==> config.mk <==
export PLATFORM = sky130hd
export DESIGN_NAME = heater_supervisor
export DESIGN_NICKNAME = d
export VERILOG_FILES = /design/src/rtl/heater_supervisor.sv
export SDC_FILE = /design/constraint.sdc
export NUM_CORES = 1
export LEC_CHECK = 0
export ABC_AREA = 1
export BUFFER_PORTS_ARGS = -buffer_cell sky130_fd_sc_hd__buf_2
export CAP_MARGIN = 20
export CELL_PAD_IN_SITES_DETAIL_PLACEMENT = 0
export CELL_PAD_IN_SITES_GLOBAL_PLACEMENT = 1
export CORE_MARGIN = 1.5
export CORE_UTILIZATION = 35
export CTS_BUF_LIST = sky130_fd_sc_hd__clkbuf_4 sky130_fd_sc_hd__clkbuf_8 sky130_fd_sc_hd__clkbuf_16
export DETAILED_ROUTE_END_ITERATION = 12
export PLACE_DENSITY_LB_ADDON = 0.1
export SLEW_MARGIN = 20
export SYNTH_ARGS = -nofsm -noshare
export SYNTH_HDL_FRONTEND = slang
export SYNTH_SLANG_ARGS = --single-unit
==> constraint.sdc <==
create_clock -name clk -period 25.8 [get_ports clk]
set_clock_uncertainty 0.05 [all_clocks]
set_input_delay 1.29 -clock clk [delete_from_list [all_inputs] [get_ports clk]]
set_output_delay 1.29 -clock clk [all_outputs]
set_load 0.1 [all_outputs]
==> src/rtl/heater_supervisor.sv <==
// heater_supervisor: staggered heater turn-on, per-channel error recovery and fault latching
module heater_supervisor #(
    parameter int N         = 32,
    parameter int STAGGER   = 256,
    parameter int CLR_PULSE = 4,
    parameter int HOLDOFF   = 1024,
    parameter int MAX_RETRY = 3
) (
    input  logic         clk,
    input  logic         rst,
    input  logic [N-1:0] req_enable,
    input  logic [N-1:0] fault_clear,
    input  logic [N-1:0] heater_error,
    output logic [N-1:0] heater_enable,
    output logic [N-1:0] heater_err_clear,
    output logic [N-1:0] fault,
    output logic         busy
);
    localparam int SW   = (STAGGER > 1) ? $clog2(STAGGER) : 1;
    localparam int RMAX = (CLR_PULSE > HOLDOFF) ? CLR_PULSE : HOLDOFF;
    localparam int RW   = (RMAX > 1) ? $clog2(RMAX) : 1;

    typedef enum logic {S_IDLE, S_WAIT} s_state_t;
    typedef enum logic [1:0] {R_IDLE, R_CLEAR, R_HOLD} r_state_t;

    s_state_t      s_state, s_next;
    r_state_t      r_state, r_next;
    logic [SW-1:0] s_cnt, s_cnt_next;
    logic [RW-1:0] r_cnt, r_cnt_next;
    logic [N-1:0]  r_ch, r_ch_next;
    logic [N-1:0]  recov_pend, pend_next;
    logic [N-1:0]  en_next, clr_next, fault_next;
    logic [2:0]    retry_cnt [N];
    logic [2:0]    retry_next [N];
    logic [N-1:0]  in_recov, elig, err_ev, fc_ev, s_pick, r_pick;
    logic          s_go, r_take;

    // Channel qualification shared by both engines; x & -x isolates the lowest set bit
    always_comb begin
        in_recov = (r_state != R_IDLE) ? r_ch : '0;
        elig     = req_enable & ~heater_enable & ~fault & ~recov_pend & ~in_recov;
        err_ev   = heater_error & heater_enable;
        fc_ev    = fault_clear & fault;
        s_pick   = elig & (~elig + 1'b1);
        r_pick   = recov_pend & (~recov_pend + 1'b1);
    end

    // Stagger engine: a new channel may start once the spacing counter has run out
    always_comb begin
        s_go       = (s_cnt == '0) && (|elig);
        s_cnt_next = s_go ? SW'(STAGGER - 1) : (s_cnt == '0) ? s_cnt : s_cnt - 1'b1;
        s_next     = (s_go || s_cnt != '0) ? S_WAIT : S_IDLE;
    end

    // Recovery engine: clear strobe on one channel, then holdoff before it may restart
    always_comb begin
        r_next     = r_state;
        r_cnt_next = r_cnt;
        r_ch_next  = r_ch;
        r_take     = 1'b0;
        case (r_state)
            R_IDLE: begin
                if (|recov_pend) begin
                    r_take     = 1'b1;
                    r_ch_next  = r_pick;
                    r_cnt_next = RW'(CLR_PULSE - 1);
                    r_next     = R_CLEAR;
                end
            end
            R_CLEAR: begin
                r_cnt_next = (r_cnt == '0) ? RW'(HOLDOFF - 1) : r_cnt - 1'b1;
                r_next     = (r_cnt == '0) ? R_HOLD : R_CLEAR;
            end
            R_HOLD: begin
                r_cnt_next = (r_cnt == '0) ? r_cnt : r_cnt - 1'b1;
                r_next     = (r_cnt == '0) ? R_IDLE : R_HOLD;
            end
            default: r_next = R_IDLE;
        endcase
        clr_next = (r_next == R_CLEAR) ? r_ch_next : '0;
    end

    // Per-channel enable, retry count, fault latch and pending-recovery updates
    always_comb begin
        en_next    = (heater_enable & req_enable & ~err_ev) | (s_go ? s_pick : '0);
        pend_next  = (recov_pend & ~(r_take ? r_pick : '0)) | err_ev | fc_ev;
        fault_next = fault;
        for (int i = 0; i < N; i++) begin
            retry_next[i] = fc_ev[i] ? 3'd0 :
                            err_ev[i] ? ((retry_cnt[i] == 3'd7) ? 3'd7 : retry_cnt[i] + 3'd1) :
                            req_enable[i] ? retry_cnt[i] : 3'd0;
            fault_next[i] = fc_ev[i] ? 1'b0 :
                            (err_ev[i] && retry_next[i] == 3'(MAX_RETRY)) ? 1'b1 : fault[i];
        end
    end

    // Stagger state register
    always_ff @(posedge clk or posedge rst) begin
        if (rst) begin
            s_state <= S_IDLE;
            s_cnt   <= '0;
        end else begin
            s_state <= s_next;
            s_cnt   <= s_cnt_next;
        end
    end

    // Recovery state register and the registered clear strobes
    always_ff @(posedge clk or posedge rst) begin
        if (rst) begin
            r_state          <= R_IDLE;
            r_cnt            <= '0;
            r_ch             <= '0;
            heater_err_clear <= '0;
        end else begin
            r_state          <= r_next;
            r_cnt            <= r_cnt_next;
            r_ch             <= r_ch_next;
            heater_err_clear <= clr_next;
        end
    end

    // Channel registers; reset drops every enable and fault immediately
    always_ff @(posedge clk or posedge rst) begin
        if (rst) begin
            heater_enable <= '0;
            fault         <= '0;
            recov_pend    <= '0;
            for (int i = 0; i < N; i++) retry_cnt[i] <= '0;
        end else begin
            heater_enable <= en_next;
            fault         <= fault_next;
            recov_pend    <= pend_next;
            for (int i = 0; i < N; i++) retry_cnt[i] <= retry_next[i];
        end
    end

    assign busy = (s_state != S_IDLE) | (r_state != R_IDLE) | (|recov_pend);

endmodule
Yosys cells after proc, flatten, opt, wreduce, memory -nomap -nowiden
Index checks and enable logic that the tools add are counted.

Add/sub/neg operators: 36. Equality and inequality tests: 70. Multiplexer cells: 211. Bitwise logic cells: 23. Reduce and logical (&&, ||, !) cells: 75.

Operators by type and width (count): two-way mux 3 bit (128); AND 32 bit (11); NOT 32 bit (7); two-way mux 32 bit (6); adder 3 x 1 -> 3 bit, second input constant (32); equality test 3 x 2 -> 1 bit, second input constant (32); equality test 3 bit, second input constant (32); bitwise OR 32 bit (3); two-way mux 1 bit (67); nonzero test 2 bit (33); adder 32 x 1 -> 32 bit, second input constant (2); OR reduction 32 bit (2); logical AND 1 bit (33); two-way mux 10 bit (3); case mux 10 bit (3 select lines) (1); two-way mux 8 bit (2); logical NOT 10 bit (1); subtractor 10 x 1 -> 10 bit, second input constant (1); logical NOT 8 bit (1); nonzero test 8 bit (1); subtractor 8 x 1 -> 8 bit, second input constant (1); two-way mux 2 bit (3); inequality test 2 bit, second input constant (3); case mux 2 bit (3 select lines) (1); 7 further kinds (9).

Register bits after elaboration: 277. Input bits: 98. Output and inout port bits: 97. Logic and storage cells: 487.

Logic depth before layout (Yosys ltp)
Gate-level depths: netlist of the first run.

Depth in word-level cells: 10. Depth in mapped cells: 14. Depth with buffers taken out: 12.

Worst setup path before layout of the first run
No wires, ideal clock.

Path type: reg2out. Start point: register recov_pend[7]. End point: output port busy. Arrival: 1.718 ns. Required time: 24.460 ns. Path slack: 22.742 ns. Cell stages (with the launch flop): 8. Path buffers: 0. Path through: dfrtp_1 nor2_1 nand2_1 nor2_1 nand2_1 nor2_4 nand2_1 or2_2.

Word-level cells in the longest chain between the ends: 2.

Ends and longest elaborated chain: from (decl) (RTL line 31) `logic [N-1:0] recov_pend, pend_next;`; from (signal assigned) (RTL line 133) `recov_pend <= pend_next;`; OR reduction 32 bit (RTL line 138) `assign busy = (s_state != S_IDLE) | (r_state != R_IDLE) | (|recov_pend);`; bitwise OR 1 bit (RTL line 138); to (decl) (RTL line 17) `output logic busy`.

No other way between the ends.

Worst setup path in the final report of the first run
Start point: register recov_pend[1]. End point: output port busy.

The elaborated chain is that of the path after synthesis.

==> flow_summary.toml, run 1 <==
[grt]
track_usage_pct = 20.46
overflow = 0
grt_first_pass_wirelength_mm = 67.69
grt_pass1_vias = 12361
grt_max_degree = 94
antenna_found_initial = 2

[setup_path]
worstPathArrival_ns = 2.86
reg2reg_to = "heater_err_clear[25]"
start_kind = "register"
rrSetupSlack_ns = 22.48
r2r-start = "recov_pend[1]"
worstSetupPathType = "register to primary output"
path_max_fanout = 6
cp-end-kind = "primary output"
startpoint = "recov_pend[1]"
cp_data_required_time_ns = 24.46
reg2regPathDepth = 9

[sta]
rsz0062_at_grt = "no"
setup_violations = 0
finalCritPeriodShare_pct = 16.28
relSlewSlack_pct = 43.80
fmax_mhz = 238.0
fin_tns_setup_ns = 0
worst_slew_pin_slew_ns = 0.8430
min_period_ns = 4.201
finalHoldViolations = 0
maxSlewViolCount = 0

[power]
power_frac_comb_pct = 2.7
power.total_w = 0.0009616
p_int_w = 0.0007552
power_density_nw_per_um2 = 55.72
leakage_nw = 9.362
p_clk_share_pct = 52.1
switching_share_pct = 21.46
seqPwrFrac_pct = 45.3
peakVddDrop_mv = 0.03642
p_sw_w = 0.0002064

[floorplan]
dieHeight_um = 206.9
dieArea_um2 = 42790
start_util_pct = 35.54
ios = 195
fp.dieW_um = 206.9
core_um2 = 40920
rows = 74

[min_path]
hold_start = "s_cnt[0]"
hold_depth = 2
hold_path_end = "s_cnt[0]"
worstHoldPathType = "register to register"

[yosys]
synthArstFlopShare_pct = 100.0
yosysSeqAreaShare_pct = 47.65
synth.largest_area_cell = "dfrtp_1"
ys.flop_type = "dfrtp_1"
synth_area_leaders = "dfrtp_1, nand2_1, nor2_1"
syn_avg_cell_area_um2 = 7.884
synth.distinct_cells = 38
synth_edf_count = 0
yosysTopAreaCellShare_pct = 47.65
ys_ff_latch = 277
synth_cells = 1845
syn-num-nets = 1982
synth_area_um2 = 14550
ys_warn_count = 0

[clocking]
cts-resized-gates = 0
post_cts_buffers = 0
cts_buffers = 34
cts_tree = "done"
clkLatencyLatePin_ns = 0.54
clock_path_buffers = 3
root_buffer = "clkbuf_16"
cts.clk_slew.worst_paths_ns = 0.06
hold_buffers = 0
htreeDepth = 2
cts_sinks = 277

[finish]
nFillCells = 4230
area_growth_pct = 18.64
final_common_cell = "nand2_1"
final_util_pct = 42.17
final_nets = 2201
final_cells = 2621
drive_above_1_share_pct = 15.72
final_cell_area_um2 = 17260
most-common-layout-cells = "nand2_1, nor2_1, dfrtp_1"

[routing]
avgViaCountPerCell = 4.884
via_count = 12801
firstDrtPassIters = 6
drc = 0
antenna_left = 0
routed_wl_mm = 43.06
drt-initial-drc-count = 757
route.detailed.wl_per_inst_um = 16.43

[run_status]
status = "finished, final reports clean"

[placement]
place_inst = 2560
gp_congestion = 0.8510
numPortBuffers = 194
dpl.hpwl_mm = 32.63
dpl_cell_area_um2 = 16080

[flow_run]
drv_cap = 0
-- critical path, stage by stage (launching register included) --
cell     delay [ns]
dfrtp_1        0.40
nor2_1         0.15
nand3_1        0.26
nor2_1         0.35
nand2_1        0.19
nor2_4         0.21
nand2_1        0.14
or2_2          0.32
buf_2          0.30
-- through the flow --
stage	setup WS, ns	hold slack, ns
floorplan	16.82	0.3989
detailed placement	22.02	0.4150
global placement	22.04	0.4153
CTS	21.52	0.4310
finish	21.60	0.4328
global route	21.42	0.4582
-- metal layers --
metal,up-vias,share of wire (%),track usage (%)
met5,-,0,0
li1,6424,-,-
met3,50,4.4,3.171
met2,252,44,31.17
met1,6075,50,29.93
met4,0,2.0,5.884
-- power by group through the flow --
stage	Sequential (W)	Combinational [W]	Clock, W
floorplan	0.000445	0.00000838	0
global placement	0.000443	0.0000267	0
detailed placement	0.000443	0.0000267	0
CTS	0.000435	0.0000268	0.000516
global route	0.000435	0.0000291	0.000533
finish	0.000435	0.0000257	0.000501
-- synth_stat cells (4+ instances only) --
master,n
a211oi_1,60
a21oi_1,39
a31oi_1,30
buf_4,4
buf_6,7
dfrtp_1,277
ha_1,39
inv_1,235
nand2_1,480
nand2_2,4
nand3_1,135
nand3_2,19
nand4_1,5
nor2_1,301
nor2_4,5
nor3_1,76
nor3b_1,8
o21a_1,30
o21ai_0,24
o21ai_2,21
o21bai_1,7
o21bai_2,9
xnor2_1,5
xor2_1,4
-- state kept, by name (all words and copies together), names as in the netlist --
name / flops
fault: 32
heater_enable: 32
heater_err_clear: 32
r_ch: 32
r_cnt: 10
r_state: 2
recov_pend: 32
retry_cnt: 96
s_cnt: 8
s_state: 1
-- cells by family (layout without fill, tap and decap cells) --
kind of cell             after synthesis  count (layout)  synth area share, %
AO/OA/AOI/OAI                        222             222                10.51
XOR/XNOR                               9               9               0.5419
adder cells (fa/ha/maj)               39              39                3.355
buffers and inverters                253             495                7.148
flip-flops                           277             277                47.65
multiplexers                           2               2               0.1376
other                                  0               2                    0
AND/OR/NAND/NOR                     1043            1043                30.66
-- final cells by class --
class / count / area [µm²] / share of cell area [%]
Sequential cell: 277 / 6932 / 40.17
Multi-Input combinational cell: 1315 / 6575 / 38.10
Clock buffer: 54 / 1069 / 6.192
Timing Repair Buffer: 199 / 1008 / 5.844
Inverter: 237 / 899.6 / 5.213
Tap cell: 532 / 665.6 / 3.857
Clock inverter: 5 / 103.9 / 0.6018
Antenna cell: 2 / 5.005 / 0.02900
-- how the worst max path moves through the flow --
stage	to
floorplan	fault[0]
global route	busy
detailed placement	heater_err_clear[25]
global placement	retry_cnt[14]
finish	busy
CTS	busy
(Power assumes the default switching activity.)
==> run 2: changes to the inputs <==
==> constraint.sdc (replaced) <==
create_clock -name clk -period 3.8 [get_ports clk]
set_clock_uncertainty 0.05 [all_clocks]
set_input_delay 0.19 -clock clk [delete_from_list [all_inputs] [get_ports clk]]
set_output_delay 0.19 -clock clk [all_outputs]
set_load 0.1 [all_outputs]
==> flow_summary.toml, run 2 (synthesis gave the netlist of run 1 again) <==
[run_status]
status = "finished, final reports clean"

[sta]
setup_violations = 0
maxSlewViolCount = 0
whs_ns = 0.03353
fmax_mhz = 312.4
min_period_ns = 3.201
worst_slew_pin_slew_ns = 0.8515
relSlewSlack_pct = 43.23
finalCritPeriodShare_pct = 84.23
rsz0062_at_grt = "no"
finalHoldViolations = 0
fin_tns_setup_ns = 0

[placement]
dpl.hpwl_mm = 32.75
numPortBuffers = 194
dpl_cell_area_um2 = 16120
gp_congestion = 0.8408
place_inst = 2563

[min_path]
worstHoldPathType = "input pin to register"

[grt]
grt_max_degree = 136
grt_pass1_vias = 12875
grt_first_pass_wirelength_mm = 70.16
overflow = 0
track_usage_pct = 21.03
antenna_found_initial = 0

[finish]
area_growth_pct = 26.83
drive_above_1_share_pct = 15.12
antennaDiodeCount = 0
final_common_cell = "nand2_1"
final_cell_area_um2 = 18450
most-common-layout-cells = "nand2_1, nor2_1, dfrtp_1"
nFillCells = 4151
final_cells = 2734
top_register = "retry_cnt"
largest_register_ffs = 96
final_util_pct = 45.08
final_nets = 2315

[power]
seqPwrFrac_pct = 43.8
switching_share_pct = 22.24
peakVddDrop_mv = 0.2691
p_clk_share_pct = 52.6
power_frac_comb_pct = 3.6
p_sw_w = 0.001501
leakage_nw = 9.803
p_int_w = 0.005249
power_density_nw_per_um2 = 365.8

[clocking]
cts_buffers = 35
cts_tree = "done"
htreeDepth = 2
clock_path_buffers = 3
cts_sinks = 277
cts.clk_slew.worst_paths_ns = 0.06
clkLatencyLatePin_ns = 0.56
root_buffer = "clkbuf_16"

[routing]
route.detailed.wl_per_inst_um = 16.23
avgViaCountPerCell = 4.867
firstDrtPassIters = 5
routed_wl_mm = 44.38
antenna_left = 0
drc = 0
via_count = 13306
drt-initial-drc-count = 771

[setup_path]
worstSetupPathType = "register to primary output"
worstPathArrival_ns = 2.96
cp-end-kind = "primary output"
crit_path_top_delay_cell = "dfrtp_1"
rrSetupSlack_ns = 0.61
path_max_fanout = 6
cp_top_family = "simple AND/OR/NAND/NOR gates"
path_cells = "nor2_1, nand3_1, nor2_1, nand2_1, nor2_4, nand2_1, or2_2, buf_2"
start_kind = "register"
path_buf_inv = 1
cp_data_required_time_ns = 3.56
slowest_delay_ns = 0.40

[floorplan]
start_util_pct = 35.54
fp.dieW_um = 206.9
dieArea_um2 = 42790
dieHeight_um = 206.9
core_um2 = 40920
ios = 195
rows = 74

[flow_run]
drv_cap = 0
[run 2: cell types whose count changed in the layout (fill, tap and decap cells not counted), sizes merged]
cell         change
diode            -2
bufinv           +1
buf              +3
clkinv           +4
clkinvlp         +2
clkbuf           -5
dlygate4sd3    +110
[run 2: worst paths after layout]
kind | startpoint | end | cells after the start
min reg2reg | s_cnt[0] | s_cnt[0] | 2
min | heater_error[2] | recov_pend[2] | 3
min in group asynchronous | rst | heater_err_clear[7] | 4
max reg2reg | recov_pend[2] | recov_pend[18] | 11
max | recov_pend[1] | busy | 8
max in group asynchronous | rst | retry_cnt[20] | 4
[run 2: area by class of cell]
| cell class | instances | area [µm²] | area share (%) |
|---|---|---|---|
| tap | 532 | 665.6 | 3.608 |
| sequential | 277 | 6932 | 37.57 |
| multi-input combinational | 1315 | 6575 | 35.64 |
| clock buffer | 49 | 1042 | 5.649 |
| clock inverter | 12 | 181.4 | 0.9834 |
| timing repair buffer | 312 | 2157 | 11.69 |
| inverter | 237 | 895.9 | 4.856 |
[run 2: per-layer routing]
metal / vias up / track usage (%) / share of wire [%] / routed length [µm]
met5: - / 0 / 0 / 0
met4: 0 / 6.732 / 2.3 / 1016
met3: 55 / 2.826 / 3.8 / 1696
met2: 251 / 32.20 / 44 / 19470
met1: 6359 / 30.66 / 50 / 22190
li1: 6641 / - / - / -
[run 2: power by group through the flow]
stage | combinational (W) | clock [W] | sequential [W]
2_1_floorplan | 0.0000573 | 0 | 0.00302
3_3_place_gp | 0.000184 | 0 | 0.00301
3_5_place_dp | 0.000183 | 0 | 0.00301
4_1_cts | 0.000249 | 0.00367 | 0.00295
5_1_grt | 0.000272 | 0.00377 | 0.00295
6_report | 0.000243 | 0.00355 | 0.00295
[run 2: metrics by stage]
step / power (W) / setup WS (ns)
2_1_floorplan: 0.003080 / -0.1054
3_3_place_gp: 0.003192 / 0.9044
3_5_place_dp: 0.003191 / 0.8263
4_1_cts: 0.006870 / 0.5473
5_1_grt: 0.006996 / 0.3419
6_report: 0.006749 / 0.5994
[run 2: what timing repair did]
| action | 4_1_cts | 5_1_grt |
|---|---|---|
| setup endpoints to repair | 0 | 0 |
| gates resized for setup | 0 | 0 |
| hold endpoints to repair | 467 | 0 |
| hold buffers | 110 | 0 |
| buffers inserted | 0 | 0 |
[run 2: worst reg2reg max path, stage by stage (launching register included)]
cell	delay, ns
dfrtp_1	0.40
inv_1	0.07
nand3_1	0.27
nor2_1	0.18
nand2_1	0.18
nor2_4	0.08
nor2_4	0.30
buf_4	0.54
nand3_1	0.24
nand2_1	0.12
nand3_1	0.06
dlygate4sd3_1	0.56
